--- src/rtl/hazard_scoreboard_if.sv ---
// rtl/hazard_scoreboard_if.sv - issue/writeback/status bundle for hazard_scoreboard
//
// Purpose: groups the decode issue port, the writeback port, the flush
// strobe and the scoreboard status outputs into one bundle.
//   master : pipeline side, drives issue_*, wb_*, flush; reads stall, pending_cnt
//   slave  : scoreboard side
// stall_cycles exists only when SCOREBOARD_STATS_EN is defined.
interface hazard_scoreboard_if #(
  parameter int NREGS = 32,
  parameter int LATW  = 3
);
  localparam int IDXW = $clog2(NREGS);
  localparam int PCW  = IDXW + 1;

  logic            issue_valid;
  logic [IDXW-1:0] issue_rd;
  logic            issue_we;
  logic [LATW-1:0] issue_lat;
  logic [IDXW-1:0] issue_ra;
  logic [IDXW-1:0] issue_rb;
  logic            issue_use_ra;
  logic            issue_use_rb;
  logic            wb_valid;
  logic [IDXW-1:0] wb_rd;
  logic            flush;
  logic            stall;
  logic [PCW-1:0]  pending_cnt;
`ifdef SCOREBOARD_STATS_EN
  logic [31:0]     stall_cycles;
`endif

  modport master (
    output issue_valid, issue_rd, issue_we, issue_lat,
    output issue_ra, issue_rb, issue_use_ra, issue_use_rb,
    output wb_valid, wb_rd, flush,
`ifdef SCOREBOARD_STATS_EN
    input  stall_cycles,
`endif
    input  stall, pending_cnt
  );

  modport slave (
    input  issue_valid, issue_rd, issue_we, issue_lat,
    input  issue_ra, issue_rb, issue_use_ra, issue_use_rb,
    input  wb_valid, wb_rd, flush,
`ifdef SCOREBOARD_STATS_EN
    output stall_cycles,
`endif
    output stall, pending_cnt
  );
endinterface

--- src/rtl/hazard_scoreboard.sv ---
// rtl/hazard_scoreboard.sv - producer-side hazard scoreboard for the multicycle pipeline
//
// Purpose: tracks every in-flight destination register and the cycles left
// until its result reaches the forwarding point. Decode stalls while a source
// operand is not yet forwardable, or while a new write would overtake an
// older incomplete write to the same register. Entries clear at writeback.
// Ports:
//   clk   : clock, all state updates on the rising edge
//   reset : asynchronous active-high, clears all state
//   bus   : hazard_scoreboard_if.slave (issue, writeback, flush, stall,
//           pending_cnt, optional stall_cycles)
// Optional feature: SCOREBOARD_STATS_EN adds the saturating stall_cycles counter.
module hazard_scoreboard #(
  parameter int NREGS = 32,
  parameter int LATW  = 3
) (
  input  logic                 clk,
  input  logic                 reset,
  hazard_scoreboard_if.slave   bus
);
  localparam int IDXW = $clog2(NREGS);
  localparam int PCW  = IDXW + 1;

  logic [NREGS-1:0] r_pending;
  logic [LATW-1:0]  r_cnt [NREGS];
  logic [PCW-1:0]   r_pending_cnt;

  logic [NREGS-1:0] w_pending_nxt;
  logic [LATW-1:0]  w_cnt_nxt [NREGS];
  logic [PCW-1:0]   w_pcnt_nxt;
  logic             w_haz_ra;
  logic             w_haz_rb;
  logic             w_haz_waw;
  logic             w_stall;
  logic             w_accept;
  logic             w_wb;

  // A pending entry whose count reached zero is already forwardable, so it
  // blocks neither reads nor a new write to the same register.
  assign w_haz_ra  = bus.issue_use_ra && (bus.issue_ra != '0) &&
                     r_pending[bus.issue_ra] && (r_cnt[bus.issue_ra] != '0);
  assign w_haz_rb  = bus.issue_use_rb && (bus.issue_rb != '0) &&
                     r_pending[bus.issue_rb] && (r_cnt[bus.issue_rb] != '0);
  assign w_haz_waw = bus.issue_we && (bus.issue_rd != '0) &&
                     r_pending[bus.issue_rd] && (r_cnt[bus.issue_rd] != '0);
  assign w_stall   = bus.issue_valid && (w_haz_ra || w_haz_rb || w_haz_waw);
  assign w_accept  = bus.issue_valid && !w_stall && bus.issue_we &&
                     (bus.issue_rd != '0) && !bus.flush;
  assign w_wb      = bus.wb_valid && (bus.wb_rd != '0);

  // Priority, lowest to highest: countdown, writeback, accept, flush.
  always_comb begin
    for (int i = 0; i < NREGS; i++) begin
      w_pending_nxt[i] = r_pending[i];
      w_cnt_nxt[i]     = (r_cnt[i] != '0) ? r_cnt[i] - 1'b1 : r_cnt[i];
    end
    if (w_wb) begin
      w_pending_nxt[bus.wb_rd] = 1'b0;
      w_cnt_nxt[bus.wb_rd]     = '0;
    end
    if (w_accept) begin
      w_pending_nxt[bus.issue_rd] = 1'b1;
      w_cnt_nxt[bus.issue_rd]     = bus.issue_lat;
    end
    if (bus.flush) begin
      for (int i = 0; i < NREGS; i++) begin
        w_pending_nxt[i] = 1'b0;
        w_cnt_nxt[i]     = '0;
      end
    end
    w_pending_nxt[0] = 1'b0;
    w_cnt_nxt[0]     = '0;
  end

  // Popcount of the next pending vector so pending_cnt moves on the same edge.
  always_comb begin
    w_pcnt_nxt = '0;
    for (int i = 0; i < NREGS; i++) begin
      w_pcnt_nxt = w_pcnt_nxt + PCW'(w_pending_nxt[i]);
    end
  end

  always_ff @(posedge clk or posedge reset) begin
    if (reset) begin
      r_pending     <= '0;
      r_pending_cnt <= '0;
      for (int i = 0; i < NREGS; i++) begin
        r_cnt[i] <= '0;
      end
    end else begin
      r_pending     <= w_pending_nxt;
      r_pending_cnt <= w_pcnt_nxt;
      for (int i = 0; i < NREGS; i++) begin
        r_cnt[i] <= w_cnt_nxt[i];
      end
    end
  end

  assign bus.stall       = w_stall;
  assign bus.pending_cnt = r_pending_cnt;

`ifdef SCOREBOARD_STATS_EN
  logic [31:0] r_stall_cycles;

  // Flushed stall cycles are not counted; saturates rather than wrapping.
  always_ff @(posedge clk or posedge reset) begin
    if (reset) begin
      r_stall_cycles <= '0;
    end else if (w_stall && !bus.flush && (r_stall_cycles != 32'hFFFF_FFFF)) begin
      r_stall_cycles <= r_stall_cycles + 32'd1;
    end
  end

  assign bus.stall_cycles = r_stall_cycles;
`endif
endmodule

--- src/flat_wrapper.sv ---
// flat-port wrapper written by rule: the top's interface ports become plain ports
module hazard_scoreboard_flat 
#(
  parameter int NREGS = 32,
  parameter int LATW  = 3
)
  (clk, reset, bus_issue_valid, bus_issue_rd, bus_issue_we, bus_issue_lat, bus_issue_ra, bus_issue_rb, bus_issue_use_ra, bus_issue_use_rb, bus_wb_valid, bus_wb_rd, bus_flush, bus_stall, bus_pending_cnt);
  hazard_scoreboard_if #(.NREGS(NREGS), .LATW(LATW)) bus_i ();
  input  logic clk;
  input  logic reset;
  input wire logic [$bits(bus_i.issue_valid)-1:0] bus_issue_valid;
  input wire logic [$bits(bus_i.issue_rd)-1:0] bus_issue_rd;
  input wire logic [$bits(bus_i.issue_we)-1:0] bus_issue_we;
  input wire logic [$bits(bus_i.issue_lat)-1:0] bus_issue_lat;
  input wire logic [$bits(bus_i.issue_ra)-1:0] bus_issue_ra;
  input wire logic [$bits(bus_i.issue_rb)-1:0] bus_issue_rb;
  input wire logic [$bits(bus_i.issue_use_ra)-1:0] bus_issue_use_ra;
  input wire logic [$bits(bus_i.issue_use_rb)-1:0] bus_issue_use_rb;
  input wire logic [$bits(bus_i.wb_valid)-1:0] bus_wb_valid;
  input wire logic [$bits(bus_i.wb_rd)-1:0] bus_wb_rd;
  input wire logic [$bits(bus_i.flush)-1:0] bus_flush;
  output wire logic [$bits(bus_i.stall)-1:0] bus_stall;
  output wire logic [$bits(bus_i.pending_cnt)-1:0] bus_pending_cnt;
  assign bus_i.issue_valid = bus_issue_valid;
  assign bus_i.issue_rd = bus_issue_rd;
  assign bus_i.issue_we = bus_issue_we;
  assign bus_i.issue_lat = bus_issue_lat;
  assign bus_i.issue_ra = bus_issue_ra;
  assign bus_i.issue_rb = bus_issue_rb;
  assign bus_i.issue_use_ra = bus_issue_use_ra;
  assign bus_i.issue_use_rb = bus_issue_use_rb;
  assign bus_i.wb_valid = bus_wb_valid;
  assign bus_i.wb_rd = bus_wb_rd;
  assign bus_i.flush = bus_flush;
  assign bus_stall = bus_i.stall;
  assign bus_pending_cnt = bus_i.pending_cnt;
  hazard_scoreboard #(.NREGS(NREGS), .LATW(LATW)) u_core (.clk(clk), .reset(reset), .bus(bus_i));
endmodule
--- config.mk ---
export PLATFORM = sky130hd
export DESIGN_NAME = hazard_scoreboard_flat
export DESIGN_NICKNAME = d
export VERILOG_FILES = /design/src/rtl/hazard_scoreboard_if.sv /design/src/rtl/hazard_scoreboard.sv /design/src/flat_wrapper.sv
export SDC_FILE = /design/constraint.sdc
export NUM_CORES = 1
export LEC_CHECK = 0
export ABC_CLOCK_PERIOD_IN_PS = 8200
export BUFFER_PORTS_ARGS = -buffer_cell sky130_fd_sc_hd__buf_4
export CORE_ASPECT_RATIO = 1.2
export CORE_MARGIN = 5
export CORE_UTILIZATION = 60
export DETAILED_ROUTE_END_ITERATION = 12
export PLACE_DENSITY = 0.79
export SLEW_MARGIN = 20
export SYNTH_ARGS = -nofsm -noshare
export SYNTH_HDL_FRONTEND = slang
export SYNTH_SLANG_ARGS = --single-unit
--- constraint.sdc ---
create_clock -name clk -period 8.2 [get_ports clk]
set_input_delay 0.41 -clock clk [delete_from_list [all_inputs] [get_ports clk]]
set_output_delay 0.41 -clock clk [all_outputs]
set_load 0.02 [all_outputs]
# [Yosys cells after proc, flatten, opt, wreduce, memory -nomap -nowiden]
# Cells that the tools add are included.
[word_totals] register_bits=130 latch_bits=0 ramBits=0 romBits=0 inputBits=31 out_inout_bits=7 wordCells=237 memories=0
[classes] add_sub_neg=61 multipliers=0 div=0 order_cmp=12 n_eq_ne=0 shift=0 muxes=61 bitwise=9 reduce_logical=61
[op_table] operator="93-bit 2-to-1 mux" n=2
[op_table] operator="6-bit by 1-bit adder with 6-bit output" n=29
[op_table] operator="3-bit 2-to-1 mux" n=39
[op_table] operator="3-bit nonzero test" n=34
[op_table] operator="93-bit by 96-bit AND with 96-bit output" n=1
[op_table] operator="96-bit bitwise mux" n=1
[op_table] operator="32-bit 2-to-1 mux" n=3
[op_table] operator="96-bit 2-to-1 mux" n=1
[op_table] operator="96-bit inverter" n=1
[op_table] operator="3-bit by 1-bit subtractor with 3-bit output (second input constant)" n=31
[op_table] operator="3-bit binary-select mux with 5-bit select" n=3
[op_table] operator="32-bit AND" n=1
[op_table] operator="32-bit inverter" n=1
[op_table] operator="32-bit OR" n=1
[op_table] operator="3-bit demux with 5-bit select" n=2
[op_table] operator="6-bit >= comparator (second input constant)" n=4
[op_table] operator="5-bit by 6-bit < comparator with 1-bit output (second input constant)" n=4
[op_table] operator="5-bit inverter with 6-bit output" n=4
[op_table] operator="5-bit nonzero test" n=4
[op_table] operator="1-bit logical AND" n=19
[op_table] operator="1-bit binary-select mux with 5-bit select" n=3
[op_table] operator="6-bit by 1-bit < comparator with 1-bit output (second input constant)" n=2
[op_table] operator="1-bit demux with 5-bit select" n=2
[op_table] operator="5-bit by 1-bit >= comparator with 1-bit output (second input constant)" n=2
[op_table] operator="other kinds (4)" n=10

# [Longest topological paths before layout]
# Gate-level depths: netlist of run 1.
[depth] ltp_word=46 ltp_mapped=29 mapped_depth_nobuf=25

# [Least setup slack after synthesis of run 1]
# No wires, ideal clock.
[synth_timing] kind="input to register" start="in bus_issue_rd[0]" end="reg u_core.r_pending_cnt[4] (netlist: u_core.bus.pending_cnt[4])" setup_time_ns=0.080 arrival_time_ns=6.627 t_required_ns=8.120 path_slack_ns=1.493 cell_stages=25 n_path_buf=3 path_cell_list="buf_6 buf_6 mux4_2 nand3_1 o2111ai_1 or3_4 o211ai_4 and2_4 buf_12 nand3_4 a21oi_1 ha_1 inv_1 fa_1 fa_1 fa_1 fa_1 fa_1 inv_1 fa_1 ha_1 fa_1 a21o_1 a21oi_1 xnor2_1"
[synth_between] elab_chain_cells=45
[synth_rtl] item="from (decl)" line="flat_wrapper.sv:12" source="input wire logic [$bits(bus_i.issue_rd)-1:0] bus_issue_rd;"
[synth_rtl] item="5-bit inverter with 6-bit output (implied by the code)" line="hazard_scoreboard.sv:45" source="r_pending[bus.issue_rd] && (r_cnt[bus.issue_rd] != '0);"
[synth_rtl] item="3-bit binary-select mux with 5-bit select" line="hazard_scoreboard.sv:45"
[synth_rtl] item="3-bit 2-to-1 mux (implied by the code) (2 in a row)" line="hazard_scoreboard.sv:45"
[synth_rtl] item="3-bit nonzero test" line="hazard_scoreboard.sv:45"
[synth_rtl] item="1-bit logical AND" line="hazard_scoreboard.sv:45"
[synth_rtl] item="1-bit logical OR" line="hazard_scoreboard.sv:46" source="assign w_stall = bus.issue_valid && (w_haz_ra || w_haz_rb || w_haz_waw);"
[synth_rtl] item="1-bit logical AND" line="hazard_scoreboard.sv:46"
[synth_rtl] item="1-bit logical NOT" line="hazard_scoreboard.sv:47" source="assign w_accept = bus.issue_valid && !w_stall && bus.issue_we &&"
[synth_rtl] item="1-bit logical AND (3 in a row)" line="hazard_scoreboard.sv:47"
[synth_rtl] item="1-bit logical AND" line="hazard_scoreboard.sv:48" source="(bus.issue_rd != '0) && !bus.flush;"
[synth_rtl] item="32-bit 2-to-1 mux *" line="hazard_scoreboard.sv:61" source="if (w_accept) begin"
[synth_rtl] item="32-bit 2-to-1 mux *" line="hazard_scoreboard.sv:65" source="if (bus.flush) begin"
[synth_rtl] item="via u_core.w_pending_nxt[2]" line="hazard_scoreboard.sv:28" source="logic [NREGS-1:0] w_pending_nxt;"
[synth_rtl] item="1-bit by 1-bit adder with 2-bit output *" line="hazard_scoreboard.sv:79" source="w_pcnt_nxt = w_pcnt_nxt + PCW'(w_pending_nxt[i]);"
[synth_rtl] item="6-bit by 1-bit adder with 6-bit output * (29 in a row)" line="hazard_scoreboard.sv:79"
[synth_rtl] item="via u_core.w_pcnt_nxt[4]" line="hazard_scoreboard.sv:30" source="logic [PCW-1:0] w_pcnt_nxt;"
[synth_rtl] item="to (signal assigned)" line="hazard_scoreboard.sv:92" source="r_pending_cnt <= w_pcnt_nxt;"
[synth_rtl] item="to (decl)" line="hazard_scoreboard.sv:26" source="logic [PCW-1:0] r_pending_cnt;"
# The timed path passes the listed nets; every way through them passes the cells marked *. The select of a mux whose other input is x is not followed.

# [Worst setup path after layout of run 1]
[layout_timing] start="reg u_core.r_cnt[49] (netlist bit)" end="reg u_core.r_pending_cnt[4] (netlist: u_core.bus.pending_cnt[4])"
[layout_between] elab_chain_cells=45
[layout_rtl] item="from (decl)" line="hazard_scoreboard.sv:25" source="logic [LATW-1:0] r_cnt [NREGS];"
[layout_rtl] item="from (signal, indexed assignment)" line="hazard_scoreboard.sv:94" source="r_cnt[i] <= w_cnt_nxt[i];"
[layout_rtl] item="3-bit binary-select mux with 5-bit select (on tied branches)" line="hazard_scoreboard.sv:41, hazard_scoreboard.sv:43"
[layout_rtl] item="3-bit 2-to-1 mux (on tied branches) (2 in a row)" line="hazard_scoreboard.sv:41, hazard_scoreboard.sv:43"
[layout_rtl] item="3-bit nonzero test (on tied branches)" line="hazard_scoreboard.sv:41, hazard_scoreboard.sv:43"
[layout_rtl] item="1-bit logical AND (on tied branches)" line="hazard_scoreboard.sv:41, hazard_scoreboard.sv:43"
[layout_rtl] item="1-bit logical OR" line="hazard_scoreboard.sv:46"
[layout_rtl] item="1-bit logical OR *" line="hazard_scoreboard.sv:46"
[layout_rtl] item="1-bit logical AND *" line="hazard_scoreboard.sv:46"
[layout_rtl] item="1-bit logical NOT *" line="hazard_scoreboard.sv:47"
[layout_rtl] item="1-bit logical AND * (3 in a row)" line="hazard_scoreboard.sv:47"
[layout_rtl] item="1-bit logical AND *" line="hazard_scoreboard.sv:48"
[layout_rtl] item="32-bit 2-to-1 mux *" line="hazard_scoreboard.sv:61"
[layout_rtl] item="32-bit 2-to-1 mux *" line="hazard_scoreboard.sv:65"
[layout_rtl] item="via u_core.w_pending_nxt[2]" line="hazard_scoreboard.sv:28"
[layout_rtl] item="1-bit by 1-bit adder with 2-bit output *" line="hazard_scoreboard.sv:79"
[layout_rtl] item="6-bit by 1-bit adder with 6-bit output * (29 in a row)" line="hazard_scoreboard.sv:79"
[layout_rtl] item="via u_core.w_pcnt_nxt[4]" line="hazard_scoreboard.sv:30"
# Marked as above.

==> results of run 1 <==
[power breakdown]
part	switching (mW)	leakage, nW	internal (mW)	total [mW]
combinational	0.827	3.61	0.699	1.53
sequential	0.209	1.73	0.826	1.04
clock	0.322	0.304	0.512	0.834
[final cells by class]
class                      instances  share of cell area
clock buffer                      17              0.0343
inverter                         102              0.0313
timing repair buffer              48              0.0301
sequential                       130               0.263
tap                              256              0.0259
clock inverter                    15              0.0167
multi-input combinational        899               0.599
[flip-flops by register name (all words and copies together), names as in the netlist]
signal,cells
u_core.bus.pending_cnt,6
u_core.r_cnt,93
u_core.r_pending,31
[synthesized netlist by cell type, drive strengths merged, types with 24 or more instances]
library cell,count,share of area
nor2,69,0.023
nor3,63,0.028
o211ai,33,0.023
a21o,24,0.016
inv,102,0.034
ha,71,0.078
mux2i,101,0.089
xnor2,33,0.025
o21ai,37,0.016
buf,24,0.019
dfrtp,130,0.28
a21oi,57,0.025
nand2,113,0.037
nor4,26,0.014
mux2,28,0.028
nand2b,39,0.021
mux4,26,0.051
clkbuf,38,0.013
nand4,24,0.041
[stage by stage]
| stage | instance area, µm² | hold WS [ns] | worst slack, ns | utilization | power, mW |
|---|---|---|---|---|---|
| floorplan | 11400 | 0.541 | 1.49 | - | 2.19 |
| global placement | 11800 | 0.577 | 0.780 | 0.626 | 2.46 |
| detailed placement | 11800 | 0.581 | 0.688 | 0.626 | 2.52 |
| CTS | 12400 | 0.157 | 0.900 | 0.659 | 3.37 |
| global route | 12400 | 0.194 | 0.556 | 0.659 | 3.62 |
| finish | 12400 | 0.124 | 0.831 | 0.659 | 3.39 |
[worst max-delay path, delay by kind of cell (launching register included)]
family | cells | cell delay, ns
muxes | 1 | 0.50
AOI/OAI and AO/OA | 5 | 1.19
adders and majority gates | 9 | 3.84
DFF | 1 | 0.40
and+or+nand+nor | 4 | 1.10
buffers and inverters | 2 | 0.13
xor gates and xnor gates | 1 | 0.14
[worst max path at each step]
stage,endpoint,slack [ns],depth (start not counted)
global placement,u_core.bus.pending_cnt[4],0.78,21
floorplan,u_core.bus.pending_cnt[4],1.49,25
global route,u_core.bus.pending_cnt[4],0.56,22
CTS,u_core.bus.pending_cnt[4],0.90,22
detailed placement,u_core.bus.pending_cnt[5],0.69,23
finish,u_core.bus.pending_cnt[4],0.83,22
[logic make-up (layout without fill, tap and decap cells)]
| family | count (synthesis) | after routing | share of synthesized area |
|---|---|---|---|
| adder cells (fa/ha/maj) | 94 | 94 | 0.118 |
| buffers and inverters | 164 | 182 | 0.0653 |
| flip-flops | 130 | 130 | 0.285 |
| AND/OR/NAND/NOR | 410 | 410 | 0.218 |
| multiplexers | 155 | 155 | 0.168 |
| XOR/XNOR | 34 | 34 | 0.0261 |
| AO/OA/AOI/OAI | 206 | 206 | 0.119 |
[routing by layer]
layer  share of wire  global-route usage
met1            0.38               0.395
met2            0.46               0.482
met3           0.097              0.0601
met4           0.060               0.156
met5               0                   0
==> metrics.md, run 1 <==
| Metric | Value |
|---|---|
| Antenna violations before repair | `0` |
| Flop2flop setup slack | `a little over 0.8 ns` |
| Area Overhead vs Synth | `8.48%` |
| Fin. Hold Viols | `0` |
| Commonest non-fill, non-tap cells in the layout | `130 x dfrtp_1, 113 x nand2_1, 101 x inv_1, 101 x mux2i_1, 71 x ha_1` |
| Critical path class | `flop to flop` |
| Die Y-Extent | `161 µm` |
| Floorplan core area | `18800 µm²` |
| Worst-path maximum fanout | `9` |
| Seq cells post-synth | `130` |
| Synth async-reset ratio | `1.00` |
| Number of core rows | `55` |
| Nature of the critical path endpoint | `flop` |
| FILL cells | `1480` |
| Setup violations, final | `0` |
| Worst Setup Start Kind | `flop` |
| Setup Fix Bufs, Post-CTS | `0` |
| Seq/Total Area, Yosys | `0.285` |
| Max Cap Viol | `0` |
| DR iter-0 viols | `1470` |
| Total gr overflow | `0` |
| Leading cell type in the layout, fill and taps excluded | `dfrtp_1` |
| FF-to-FF Start | `u_core.r_cnt[49]` |
| Worst path slowest cell | `fa_1` |
| Number of synthesized flops with an enable pin | `0` |
| Max-slew headroom | `0.467` |
| Crit path DAT | `about 7.7 ns` |
| CTS Buf Count | `17` |
| Gp weighted congestion | `between 0.9 and 1` |
| LEAKAGE | `roughly 5.6 nW` |
| Clk_lat worst skew | `between 0.4 and 0.5 ns` |
| PostCTS Resize Cnt | `0` |
| Cell Chain, Critical Path | `nor3_1 > a21oi_1 > mux4_2 > nand3_1 > a221o_2 > and2_4 > nand3_4 > a21oi_1 > ha_1 > inv_1 > fa_1 > fa_1 > fa_1 > fa_1 > fa_1 > inv_1 > fa_1 > ha_1 > fa_1 > a21o_1 > a21oi_1 > xnor2_1` |
| Residual DRC | `0` |
| CTS Sinks | `130` |
| Final period util | `0.899` |
| Vias | `between 9000 and 10000` |
| Crit-path max cell delay | `0.55 ns` |
| Area of the multi-input gates | `approximately 7400 µm²` |
| Reg2reg end | `u_core.bus.pending_cnt[4]` |
| Worst hold path type | `input port to async pin` |
| Skew final | `between 0.01 and 0.015 ns` |
| Req. time, crit path | `about 8.6 ns` |
| Sequential cell area | `3250 µm²` |
| Drt wl/cell | `between 20 and 25 µm` |
| Synth Warn # | `0` |
| Final HPWL DP | `between 20 and 25 mm` |
| Setup TNS | `0 ns` |
| Die width | `136 µm` |
| Final min period | `7.37 ns` |
| RSZ-0062 raised after global routing | `no` |
| Via density | `between 6 and 7` |
| Share of post-route cells with drive strength above 1 | `0.144` |
| Post-synthesis cell count | `about 1200` |
| Count of different cell masters after synthesis | `approximately 70` |
| Initial Util | `0.608` |
| Vias in the first global route | `9793` |
| I/O pin cnt | `38` |
| Worst reg2reg path depth | `22` |
| Worst VDD drop | `between 150 and 200 µV` |
| Placed Instances | `around 1400` |
| WL final | `roughly 33 mm` |
| DRT antenna net count | `0` |
| Die area | `roughly 22000 µm²` |
| Maximum root-to-sink buffer count | `2` |
| CTS Hold Buffers Added | `0` |
| Root Driver | `clkbuf_16` |
| Clk pin slew, worst setup/hold paths | `approximately 0.060 ns` |
| First-pass GRT wire length | `between 50 and 60 mm` |
| Crit-path most repeated cell | `fa_1` |
| Final Non-Filler Cells | `1467` |
| Avg Inst Size Synth | `9.57 µm²` |
| # port buffers | `37` |
| Largest net degree at the start of global routing | `83` |
| PD cells | `approximately 270 nW/µm²` |
| Final slew viol count | `0` |
| Synth Net Count | `roughly 1300` |
| First-pass iteration count of the detailed router | `6` |
| Setup crit start | `u_core.r_cnt[49]` |
| Synthesized area | `between 10000 and 15000 µm²` |
| Status | `finished clean` |
| CTS tree | `built` |
| Total Routing Usage GR | `0.304` |
| Fmax | `136 MHz` |
| N_diodes | `0` |
| CTS HTree Levels | `4` |
| Most used DFF post-synth | `dfrtp_1` |
| Worst slew pin tran | `between 0.7 and 0.8 ns` |
| Fin nets | `~1300` |
Note: power is estimated with default switching activity, not from simulation.
==> run 2: changes to the inputs <==
Settings changed: CELL_PAD_IN_SITES_DETAIL_PLACEMENT from default to 0, CELL_PAD_IN_SITES_GLOBAL_PLACEMENT from default to 2, CORE_UTILIZATION 60 to 42, GPL_ROUTABILITY_DRIVEN from default to 0, PLACE_DENSITY 0.79 to 0.85.
==> metrics.md, run 2 (same netlist as run 1, synthesis figures left out) <==
| Metric | Value |
|---|---|
| Status | `finished clean` |
| Worst hold path type | `input port to async pin` |
| Met1 WL | `14.7 mm` |
| Largest net degree at the start of global routing | `between 70 and 80` |
| Worst Setup Start Kind | `flop` |
| Skew final | `around 0.014 ns` |
| Final HPWL DP | `between 20 and 30 mm` |
| Nature of the critical path endpoint | `flop` |
| PD cells | `between 200 and 300 nW/µm²` |
| Leading cell type in the layout, fill and taps excluded | `dfrtp_1` |
| Clk pin slew, worst setup/hold paths | `roughly 0.060 ns` |
| N_diodes | `0` |
| Critical path class | `flop to flop` |
| Area of the multi-input gates | `about 7400 µm²` |
| Via density | `6.02` |
| FILL cells | `between 2000 and 3000` |
| Floorplan core area | `27000 µm²` |
| RSZ-0062 raised after global routing | `no` |
| Setup Fix Bufs, Post-CTS | `0` |
| WL final | `around 35 mm` |
| LEAKAGE | `between 5 and 6 nW` |
| Residual DRC | `0` |
| Fin nets | `approximately 1300` |
| Initial Util | `0.423` |
| Worst reg2reg path depth | `22` |
| Number of core rows | `between 60 and 70` |
| Routed met2 length | `17.4 mm` |
| Max layer used | `met4` |
| Largest register FFs | `93` |
| Sequential cell area | `roughly 3300 µm²` |
| Share of post-route cells with drive strength above 1 | `0.147` |
| Worst VDD drop | `~130 µV` |
| Worst-path maximum fanout | `16` |
| CTS tree | `built` |
| DR iter-0 viols | `880` |
| Fin. Hold Viols | `0` |
| First-pass iteration count of the detailed router | `5` |
| Reg with most FFs | `u_core.r_cnt` |
| Setup ws final | `about 0.92 ns` |
| First-pass GRT wire length | `around 56 mm` |
| Final min period | `approximately 7.3 ns` |
| Vias | `between 9000 and 10000` |
| Die Y-Extent | `191 µm` |
| Setup TNS | `0 ns` |
| Maximum root-to-sink buffer count | `2` |
| Die area | `between 30000 and 40000 µm²` |
| I/O pin cnt | `38` |
| Root Driver | `clkbuf_16` |
| Final slew viol count | `0` |
| Commonest non-fill, non-tap cells in the layout | `130 x dfrtp_1, 113 x nand2_1, 101 x inv_1, 101 x mux2i_1, 71 x ha_1` |
| Crit path DAT | `roughly 7.7 ns` |
| CTS Buf Count | `17` |
| CTS Sinks | `between 100 and 150` |
| Max Cap Viol | `0` |
| Final period util | `0.888` |
| Total gr overflow | `0` |
| WL met3 | `roughly 2 mm` |
| CTS HTree Levels | `4` |
| Fmax | `around 140 MHz` |
| Worst slew pin tran | `0.826 ns` |
| Drt wl/cell | `22.8 µm` |
| Max-slew headroom | `0.445` |
| Total Routing Usage GR | `0.236` |
| Req. time, crit path | `roughly 8.6 ns` |
| Area Overhead vs Synth | `10.0%` |
| CTS Hold Buffers Added | `0` |
| Antenna violations before repair | `0` |
| PostCTS Resize Cnt | `0` |
| Setup violations, final | `0` |
| Die width | `between 150 and 200 µm` |
| Clk_lat worst skew | `around 0.44 ns` |
| Place WS | `around 0.62 ns` |
| Core Util, Final | `0.465` |
| DRT antenna net count | `0` |
| # port buffers | `37` |
| Vias in the first global route | `about 9600` |
==> run 2: per-stage QoR <==
stage                     total power, mW  instances  hold slack [ns]  cell area (µm²)
after floorplan                      2.19       1193            0.541            11400
after global placement               2.51       1524            0.514            11900
after detailed placement             2.53       1524            0.522            11900
after CTS                            3.45       1556           0.0420            12600
after global routing                 3.70       1556           0.0845            12600
final                                3.43       1556           0.0303            12600
==> run 2: final cells by class <==
cell class / count / area share
inverter: 102 / 0.0309
tap: 340 / 0.0339
clock inverter: 14 / 0.0187
multi-input combinational: 899 / 0.591
sequential: 130 / 0.259
timing repair buffer: 53 / 0.0320
clock buffer: 18 / 0.0350
==> run 2: worst paths after layout <==
kind | slack, ns | to | from
min | 0.03 | u_core.r_cnt[50] | reset
max | 0.92 | u_core.bus.pending_cnt[4] | u_core.r_cnt[7]
min reg2reg | 0.61 | u_core.r_pending[3] | u_core.r_pending[3]
max reg2reg | 0.92 | u_core.bus.pending_cnt[4] | u_core.r_cnt[7]
min in group clk | 0.42 | u_core.r_pending[29] | bus_wb_rd[1]
max in group asynchronous | 7.05 | u_core.r_cnt[47] | reset
==> run 2: power breakdown <==
group          switching, mW  internal (mW)  leakage [nW]
registers              0.216          0.826          1.73
logic                  0.798          0.698          3.63
clock network          0.321          0.576         0.310
==> run 2: critical path, stage by stage, from the launching register on <==
cell and delay, ns:
dfrtp_1 0.40, nor3_1 0.35, a2111oi_0 0.20, nor4_1 0.52, o211ai_1 0.24, o211ai_4 0.25
buf_4 0.41, nand4_4 0.20, a21oi_1 0.22, ha_1 0.26, inv_1 0.07, fa_1 0.45
fa_1 0.50, fa_1 0.55, fa_1 0.44, fa_1 0.52, inv_1 0.05, fa_1 0.45
ha_1 0.22, fa_1 0.40, a21o_1 0.19, a21oi_1 0.16, xnor2_1 0.14
==> run 2: routing by layer <==
metal  GRT usage  up-vias
li1            -     4297
met1       0.299     4642
met2       0.402      342
met3      0.0406       81
met4      0.0927        0
met5           0        -
